## src/rtl/multiword_adder_seq.sv

```systemverilog
// Sequential multi-word adder/subtractor built around one WIDTH-bit prefix adder.
// The operand is processed one slice per clock, lowest slice first, with the
// inter-slice carry held in a register so no wide carry chain exists.

// Kogge-Stone parallel-prefix adder with carry-in and carry-out.
module prefix_adder #(
  parameter int unsigned WIDTH = 32
) (
  input  logic [WIDTH-1:0] a,
  input  logic [WIDTH-1:0] b,
  input  logic             cin,
  output logic [WIDTH-1:0] s,
  output logic             cout
);

  localparam int unsigned LEVELS = (WIDTH > 1) ? $clog2(WIDTH) : 1;

  logic [WIDTH-1:0] half;
  logic [WIDTH-1:0] carry;
  logic [WIDTH-1:0] gen  [0:LEVELS];
  logic [WIDTH-1:0] prop [0:LEVELS];

  // Prefix tree; carry-in is folded into the bit-0 generate term.
  always_comb begin
    half    = a ^ b;
    gen[0]  = a & b;
    prop[0] = half;
    gen[0][0] = (a[0] & b[0]) | (half[0] & cin);
    for (int l = 0; l < int'(LEVELS); l++) begin
      for (int i = 0; i < int'(WIDTH); i++) begin
        if (i >= (1 << l)) begin
          gen[l+1][i]  = gen[l][i] | (prop[l][i] & gen[l][i - (1 << l)]);
          prop[l+1][i] = prop[l][i] & prop[l][i - (1 << l)];
        end else begin
          gen[l+1][i]  = gen[l][i];
          prop[l+1][i] = prop[l][i];
        end
      end
    end
  end

  // Carry into each bit is the group generate of all lower bits.
  always_comb begin
    carry    = '0;
    carry[0] = cin;
    for (int i = 1; i < int'(WIDTH); i++) begin
      carry[i] = gen[LEVELS][i-1];
    end
    s    = half ^ carry;
    cout = gen[LEVELS][WIDTH-1];
  end

endmodule

// Slice-serial wrapper: accepts a wide request, walks it through the adder,
// then presents the registered result until the consumer takes it.
module multiword_adder_seq #(
  parameter int unsigned WIDTH = 32,
  parameter int unsigned WORDS = 4
) (
  input  logic                     clk,
  input  logic                     rst_n,
  input  logic                     in_valid,
  output logic                     in_ready,
  input  logic [WIDTH*WORDS-1:0]   in_a,
  input  logic [WIDTH*WORDS-1:0]   in_b,
  input  logic                     in_cin,
  input  logic                     in_sub,
  output logic                     out_valid,
  input  logic                     out_ready,
  output logic [WIDTH*WORDS-1:0]   out_sum,
  output logic                     out_cout,
  output logic                     out_ovf
);

  localparam int unsigned TOTAL = WIDTH * WORDS;
  localparam int unsigned IDX_W = (WORDS > 1) ? $clog2(WORDS) : 1;
  localparam logic [IDX_W-1:0] LAST_IDX = IDX_W'(WORDS - 1);

  localparam logic [1:0] S_IDLE = 2'd0;
  localparam logic [1:0] S_RUN  = 2'd1;
  localparam logic [1:0] S_DONE = 2'd2;

  logic [1:0]       state;
  logic [1:0]       state_next;
  logic [TOTAL-1:0] op_a;
  logic [TOTAL-1:0] op_b;
  logic             carry;
  logic [IDX_W-1:0] idx;

  logic             accept;
  logic             last_slice;
  logic [WIDTH-1:0] slice_a;
  logic [WIDTH-1:0] slice_b;
  logic [WIDTH-1:0] slice_s;
  logic             slice_cout;

  // Request handshake and final-slice detect.
  always_comb begin
    accept     = 1'b0;
    last_slice = 1'b0;
    accept     = (state == S_IDLE) && in_valid;
    last_slice = (state == S_RUN) && (idx == LAST_IDX);
  end

  // Slice mux feeding the shared adder.
  always_comb begin
    slice_a = '0;
    slice_b = '0;
    for (int w = 0; w < int'(WORDS); w++) begin
      if (idx == IDX_W'(w)) begin
        slice_a = op_a[w*int'(WIDTH) +: WIDTH];
        slice_b = op_b[w*int'(WIDTH) +: WIDTH];
      end
    end
  end

  prefix_adder #(
    .WIDTH (WIDTH)
  ) u_adder (
    .a    (slice_a),
    .b    (slice_b),
    .cin  (carry),
    .s    (slice_s),
    .cout (slice_cout)
  );

  // State register.
  always_ff @(posedge clk or negedge rst_n) begin
    if (!rst_n) begin
      state <= S_IDLE;
    end else begin
      state <= state_next;
    end
  end

  // Next-state logic.
  always_comb begin
    state_next = state;
    case (state)
      S_IDLE: begin
        if (in_valid) begin
          state_next = S_RUN;
        end
      end
      S_RUN: begin
        if (idx == LAST_IDX) begin
          state_next = S_DONE;
        end
      end
      S_DONE: begin
        if (out_ready) begin
          state_next = S_IDLE;
        end
      end
      default: begin
        state_next = S_IDLE;
      end
    endcase
  end

  // Handshake flags are registered copies of the next state's decode.
  always_ff @(posedge clk or negedge rst_n) begin
    if (!rst_n) begin
      in_ready  <= 1'b1;
      out_valid <= 1'b0;
    end else begin
      in_ready  <= (state_next == S_IDLE);
      out_valid <= (state_next == S_DONE);
    end
  end

  // Operand capture; subtraction is A + ~B + ~borrow.
  always_ff @(posedge clk or negedge rst_n) begin
    if (!rst_n) begin
      op_a <= '0;
      op_b <= '0;
    end else if (accept) begin
      op_a <= in_a;
      op_b <= in_sub ? ~in_b : in_b;
    end
  end

  // Carry chain register and slice index.
  always_ff @(posedge clk or negedge rst_n) begin
    if (!rst_n) begin
      carry <= 1'b0;
      idx   <= '0;
    end else if (accept) begin
      carry <= in_sub ? ~in_cin : in_cin;
      idx   <= '0;
    end else if (state == S_RUN) begin
      carry <= slice_cout;
      idx   <= last_slice ? '0 : idx + IDX_W'(1);
    end
  end

  // Result slices land one per RUN cycle; flags land on the top slice.
  always_ff @(posedge clk or negedge rst_n) begin
    if (!rst_n) begin
      out_sum  <= '0;
      out_cout <= 1'b0;
      out_ovf  <= 1'b0;
    end else if (state == S_RUN) begin
      for (int w = 0; w < int'(WORDS); w++) begin
        if (idx == IDX_W'(w)) begin
          out_sum[w*int'(WIDTH) +: WIDTH] <= slice_s;
        end
      end
      if (last_slice) begin
        out_cout <= slice_cout;
        out_ovf  <= (slice_a[WIDTH-1] == slice_b[WIDTH-1]) &&
                    (slice_s[WIDTH-1] != slice_a[WIDTH-1]);
      end
    end
  end

endmodule

```

## config.mk

```make
export PLATFORM = sky130hd
export DESIGN_NAME = multiword_adder_seq
export DESIGN_NICKNAME = d
export VERILOG_FILES = /design/src/rtl/multiword_adder_seq.sv
export SDC_FILE = /design/constraint.sdc
export NUM_CORES = 1
export LEC_CHECK = 0
export BUFFER_PORTS_ARGS = -buffer_cell sky130_fd_sc_hd__buf_2
export CAP_MARGIN = 5
export CORE_MARGIN = 4
export CORE_UTILIZATION = 56
export DETAILED_ROUTE_END_ITERATION = 6
export PLACE_DENSITY = 0.79
export SYNTH_ARGS = -nofsm -noshare
export SYNTH_HDL_FRONTEND = slang
export SYNTH_SLANG_ARGS = --single-unit
```

## constraint.sdc

```tcl
create_clock -name clk -period 5.7 [get_ports clk]
set_input_delay 0.285 -clock clk [delete_from_list [all_inputs] [get_ports clk]]
set_output_delay 0.285 -clock clk [all_outputs]
set_load 0.05 [all_outputs]
```

# After elaboration in Yosys (flattened, before gate mapping)

Index checks and enable logic that the tools add are counted.

Register bits after elaboration: 393
Word-level logic and storage cells: 417
Input bits: 262
Output and inout bits: 132

Reductions and logical operators: 12
Bitwise logic cells: 364
Mux-type cells: 19
Eq/ne operators: 8
$add $sub $neg: 1

Operator list:

| cell                | count |
|---|---|
| $mux 32             | 8 |
| $and 1x1->1         | 229 |
| $or 1x1->1          | 130 |
| $mux 128            | 1 |
| $not 128->128       | 1 |
| $xor 32x32->32      | 2 |
| $and 32x32->32      | 1 |
| $mux 2              | 6 |
| $reduce_and 2->1    | 5 |
| $eq 2x2->1 const B  | 4 |
| $logic_not 2->1     | 3 |
| $pmux 2 s3          | 1 |
| $eq 2x1->1 const B  | 2 |
| $logic_and 1x1->1   | 3 |
| $mux 1              | 3 |
| $add 2x1->2 const B | 1 |
| $reduce_bool 2->1   | 1 |
| $eq 1x1->1          | 1 |
| $ne 1x1->1          | 1 |
| $not 1->1           | 1 |

# Logic depth before layout (Yosys ltp)

Depth after elaboration: 20
Mapped depth: 20
Mapped depth without buffers: 19

# Modules after synthesis

A second synthesis with hierarchy kept.

Cell total of the unflattened synthesis: 1706
Area total of the unflattened synthesis: 19732.7 sq um

Modules (own cells, without submodules):

| module              | area each (sq um) | cells an instance | times used | seq. area each (sq um) |
|---|---|---|---|---|
| multiword_adder_seq | 17880.9           | 1445              | 1          | 9835.7 |
| prefix_adder        | 1851.8            | 261               | 1          | 0.0 |

# Worst setup path after synthesis

No wires, ideal clock.

Kind: register to register
Start point: register idx[1]
End point: register out_sum[30]
Required time: 5.569 ns
Setup time: 0.131 ns
Path buffers: 2
Path slack: 1.645 ns
Clock period less this slack: 4.055 ns
Data arrival time: 3.924 ns
Stages on the path, launching flop included: 20
Cell sequence: dfrtp_1 -> inv_1 -> ha_1 -> clkbuf_1 -> clkbuf_1 -> a21oi_1 -> nor2_1 -> a21oi_1 -> nor2_1 -> a21oi_1 -> fa_1 -> inv_1 -> fa_1 -> a21o_1 -> a221oi_1 -> nor3_1 -> nor3_1 -> or4_1 -> a2111oi_0 -> or3_1

Longest elaborated chain between the ends: 17
Elaborated cells between the ends (all ways): 102
Those cells by class: eq/ne (3); mux (8); bitwise (89); reduce/logical (2)

Ends and longest elaborated chain:

| what                           | line     | text |
|---|---|---|
| start: declaration             | 89       | `logic [IDX_W-1:0] idx;` |
| start signal: assignment       | 194      | `idx <= last_slice ? '0 : idx + IDX_W'(1);` |
| $logic_not 2->1                | 111, 206 |  |
| $mux 32 (4 in a row)           | 111      | `if (idx == IDX_W'(w)) begin` |
| $xor 32x32->32                 | 25       | `half = a ^ b;` |
| $and 1x1->1                    | 28       | `gen[0][0] = (a[0] & b[0]) \| (half[0] & cin);` |
| $or 1x1->1                     | 28       |  |
| $and 1x1->1                    | 32       | `gen[l+1][i] = gen[l][i] \| (prop[l][i] & gen[l][i - (1 << l)]);` |
| $or 1x1->1                     | 32       |  |
| $and 1x1->1                    | 32       |  |
| $or 1x1->1                     | 32       |  |
| $and 1x1->1                    | 32       |  |
| $or 1x1->1                     | 32       |  |
| $and 1x1->1                    | 32       |  |
| $or 1x1->1                     | 32       |  |
| $xor 32x32->32                 | 49       | `s = half ^ carry;` |
| end signal: indexed assignment | 207      | `out_sum[w*int'(WIDTH) +: WIDTH] <= slice_s;` |
| end: declaration               | 71       | `output logic [WIDTH*WORDS-1:0] out_sum,` |

Several ways; a longest one is shown, not always the timed one.
A chain may end at the register's enable or synchronous reset.

# Worst setup path after layout

Start point: register idx[0]
End point: register out_sum[62]

Longest elaborated chain between the ends: 17
Elaborated cells between the ends (all ways): 102
Those cells by class: eq/ne (3); mux (8); bitwise (89); reduce/logical (2)

Ends and longest elaborated chain:

| what                 | line |
|---|---|
| $logic_not 2->1      | 111 |
| $mux 32 (4 in a row) | 111 |
| $xor 32x32->32       | 25 |
| $and 1x1->1          | 28 |
| $or 1x1->1           | 28 |
| $and 1x1->1          | 32 |
| $or 1x1->1           | 32 |
| $and 1x1->1          | 32 |
| $or 1x1->1           | 32 |
| $and 1x1->1          | 32 |
| $or 1x1->1           | 32 |
| $and 1x1->1          | 32 |
| $or 1x1->1           | 32 |
| $xor 32x32->32       | 49 |

Several ways; a longest one is shown, not always the timed one.

==> out/qor.yml <==
outcome:
  status: "finished, final reports clean"
yosys:
  mapped_cells: 2422
  yosys_warnings: 0
  synth_top_flop_cell: "sky130_fd_sc_hd__dfrtp_1"
  syn-mean-instance-area_um2: 8.187
  ys_top_cells_by_count: "sky130_fd_sc_hd__nand2_1, sky130_fd_sc_hd__dfrtp_1, sky130_fd_sc_hd__o21ai_0"
  synth_largest_area_cell: "sky130_fd_sc_hd__dfrtp_1"
  synth-edff-count: 0
  synth.distinct_cells: 52
  share_of_async_settable_or_async_resettable_flops_after_synthesis: 1.000
  mappedNetlistNets: 2721
  synth_seq_area_share: 0.4960
  yosys.cell_count.top_type: "sky130_fd_sc_hd__nand2_1"
  synth_top_area_share: 0.4947
  netlist_top_cells_area: "sky130_fd_sc_hd__dfrtp_1, sky130_fd_sc_hd__nand2_1, sky130_fd_sc_hd__o21ai_0"
  synth.cell_area_mm2: 0.01983
  synth.ff_latch_count: 393
layout:
  post_route_cells_drive_above_1_share: 0.1716
  fin_area_mm2: 0.02457
  fillers: 2688
  final_nets: 3129
  instances_no_fill: 3318
  area_growth_syn_to_layout_pct: 23.91
sta:
  finalMaxSlewViolations: 0
  setup_repair_after_global_routing_missed_its_margin: "false"
  fin_tns_setup_ps: 0
  worst_slew_margin: 0.2230
  worst_clock_skew_ps: 25.78
  final_hold_viol_count: 0
  fmax_ghz: 0.1996
  setup_violations: 0
  tightestPinTransition_ps: 1166
  finalCriticalPeriod_ps: 5011
  final_period_utilization: 0.8791
floorplan:
  dieArea_mm2: 0.03848
  placement_rows: 68
  floorplan.initialDensity: 0.5712
  die_width_um: 196.2
  placeable_core_region_mm2: 0.03471
  design.portCount: 394
  die_height_um: 196.2
detailed_routing:
  detailed_routing_wirelength_on_met1_mm: 26.97
  wl_met2_mm: 29.14
  post-route-drc-count: 0
  detailedRoute.firstPassIterationCount: 6
  highest-signal-layer: "met4"
  wl_per_cell_um: 19.25
  route.detailed.vias_per_inst: 5.639
  drt-initial-drc-count: 1444
  routed_wirelength_mm: 63.87
  route.vias.total: 18710
  postRouteAntennaNets: 0
  detailroute.wirelength.met3_mm: 5.282
worst_setup_path:
  critPathRequiredTime_ps: 6110
  worst_setup_path_start_kind: "flop"
  criticalPathCategory: "flop to flop"
  cp_max_fo: 20
  critical_path.endpoint_type: "flop"
  worst-endpoint-arrival_ps: 5420
clocking:
  cts_resized: 0
  clock_tree_from_tritoncts: "built"
  clock_sinks: 393
  cts-root-to-sink-buffers: 3
  clkSlewWorstSetupHoldPaths_ps: 70
  clock_tree.htree_level_count: 2
  tritoncts.num_buffers: 41
  worst_skew_pair.late_latency_ps: 540
  cts_root_buffer: "sky130_fd_sc_hd__clkbuf_16"
  cts_setup_buffers: 0
global_route:
  antenna_found_initial: 2
  grt.total_usage: 0.3239
  number_of_global_route_vias_before_repair: 18280
  pin_count_of_the_biggest_net_entering_global_routing: 173
  globalRouteOverflowTotal: 0
  global_route_wire_length_before_repair_mm: 100.2
min_path:
  hold_path_class: "primary input to flop"
placement:
  count_of_input_and_output_buffers: 393
  hpwl_mm: 45.02
  dp_cells: 3120
  postPlaceCellArea_mm2: 0.02202
  place.gp.congestion: 0.9497
power:
  powerDensity_mw_per_mm2: 682.7
  leakagePower_nw: 12.07
  max-vdd-ir-drop_mv: 0.5221
run:
  max-cap-violations: 0
==> placed cells by master, fill, tap and decap left out, types with 5 or more instances in the layout <==
cell,count
sky130_fd_sc_hd__nand2_1,790
sky130_fd_sc_hd__dfrtp_1,392
sky130_fd_sc_hd__buf_2,391
sky130_fd_sc_hd__o21ai_0,289
sky130_fd_sc_hd__a21oi_1,182
sky130_fd_sc_hd__nor2_1,162
sky130_fd_sc_hd__xnor2_1,138
sky130_fd_sc_hd__dlygate4sd3_1,122
sky130_fd_sc_hd__clkbuf_16,42
sky130_fd_sc_hd__nand3_1,35
sky130_fd_sc_hd__ha_1,31
sky130_fd_sc_hd__o31ai_1,28
sky130_fd_sc_hd__nor3_1,25
sky130_fd_sc_hd__and2_1,15
sky130_fd_sc_hd__a21o_1,15
sky130_fd_sc_hd__inv_1,15
sky130_fd_sc_hd__clkbuf_8,12
sky130_fd_sc_hd__buf_4,12
sky130_fd_sc_hd__or3_1,10
sky130_fd_sc_hd__o21a_1,9
sky130_fd_sc_hd__clkbuf_1,9
sky130_fd_sc_hd__or4_1,8
sky130_fd_sc_hd__xor2_1,8
sky130_fd_sc_hd__clkinv_2,8
sky130_fd_sc_hd__o311ai_0,6
sky130_fd_sc_hd__a31oi_1,6
sky130_fd_sc_hd__nor4_1,6
sky130_fd_sc_hd__nand2b_1,6
sky130_fd_sc_hd__o211ai_1,6
sky130_fd_sc_hd__buf_12,6
sky130_fd_sc_hd__and3_1,5
sky130_fd_sc_hd__a21boi_0,5
sky130_fd_sc_hd__and4_1,5
sky130_fd_sc_hd__a2111oi_0,5
sky130_fd_sc_hd__o2111ai_1,5
==> per-layer routing <==
metal / global-route usage / vias up
met5: 0 / -
met4: 0.1076 / 0
met3: 0.05152 / 150
met2: 0.5119 / 868
met1: 0.4620 / 8845
li1: - / 8846
==> flip-flops by register name, indices dropped and copies added, names as in the netlist <==
name	count
op_b	128
carry	1
out_ovf	1
in_ready	1
idx	2
out_valid	1
state	2
out_cout	1
op_a	128
out_sum	128
==> metrics by stage <==
step	utilization	worst slack [ps]	hold slack (ps)	total power, mW
6_report	0.7078	688.9	22.37	16.77
5_1_grt	0.7077	351.7	16.65	17.89
4_1_cts	0.7076	787.2	0.8137	16.65
3_5_place_dp	0.6344	803.5	385.7	13.91
3_3_place_gp	0.6344	878.0	377.6	13.65
2_1_floorplan	-	1645	-10.59	11.06
==> area by class of cell <==
cell class	instances	area [µm²]	area share
Inverter	15	56.30	0.002292
Tap cell	455	569.3	0.02317
Clock buffer	63	1250	0.05087
Clock inverter	11	72.57	0.002954
Multi-Input combinational cell	1846	9366	0.3812
Sequential cell	393	9836	0.4003
Timing Repair Buffer	533	3415	0.1390
Antenna cell	2	5.005	0.0002037
==> cells by family after synthesis <==
group	Yosys count	synth area share
compound gates	576	0.1604
xor+xnor	146	0.06449
fa+ha+maj	37	0.02410
buf+inv	183	0.03464
flops	393	0.4960
mux	1	0.0005048
simple gates	1086	0.2198
==> timing repair <==
| action | CTS | global route |
|---|---|---|
| hold buffers | 122 | 0 |
| endpoints found under the hold margin | 220 | 0 |
| endpoints found under the setup margin | 0 | 0 |
==> worst max-delay path: stages (launching register included) <==
cell                        delay [ps]
sky130_fd_sc_hd__dfrtp_1           480
sky130_fd_sc_hd__inv_1             150
sky130_fd_sc_hd__ha_2              360
sky130_fd_sc_hd__nand2_1           140
sky130_fd_sc_hd__nor2_1             40
sky130_fd_sc_hd__a21oi_1           110
sky130_fd_sc_hd__nor2_1             50
sky130_fd_sc_hd__a21oi_1           120
sky130_fd_sc_hd__nor2_1             50
sky130_fd_sc_hd__a21oi_1           200
sky130_fd_sc_hd__fa_1              250
sky130_fd_sc_hd__inv_1              70
sky130_fd_sc_hd__fa_1              450
sky130_fd_sc_hd__a21o_1            200
sky130_fd_sc_hd__a221oi_1          660
sky130_fd_sc_hd__nor3_1            210
sky130_fd_sc_hd__nor3_1            520
sky130_fd_sc_hd__or4_1             270
sky130_fd_sc_hd__a2111oi_0         130
sky130_fd_sc_hd__or3_1             410
==> worst paths after layout <==
check | from | to | slack [ps] | depth (start not counted)
worst max-delay path | idx[0]$_DFFE_PN0P_ | out_sum[62]$_DFFE_PN0P_ | 690 | 19
worst min-delay path | in_a[66] | op_a[66]$_DFFE_PN0P_ | 20 | 3
worst max register to register | idx[0]$_DFFE_PN0P_ | out_sum[62]$_DFFE_PN0P_ | 690 | 19
worst min register to register | out_sum[19]$_DFFE_PN0P_ | out_sum[19]$_DFFE_PN0P_ | 470 | 2
max in group asynchronous | rst_n | out_sum[63]$_DFFE_PN0P_ | 3860 | 3
min in group asynchronous | rst_n | out_sum[125]$_DFFE_PN0P_ | 400 | 2
==> where the power goes <==
group / internal, mW / switching, mW
logic: 2.56 / 6.72
registers: 4.09 / 0.775
clock network: 1.51 / 1.11
total: 8.17 / 8.61
(Power assumes the default switching activity.)
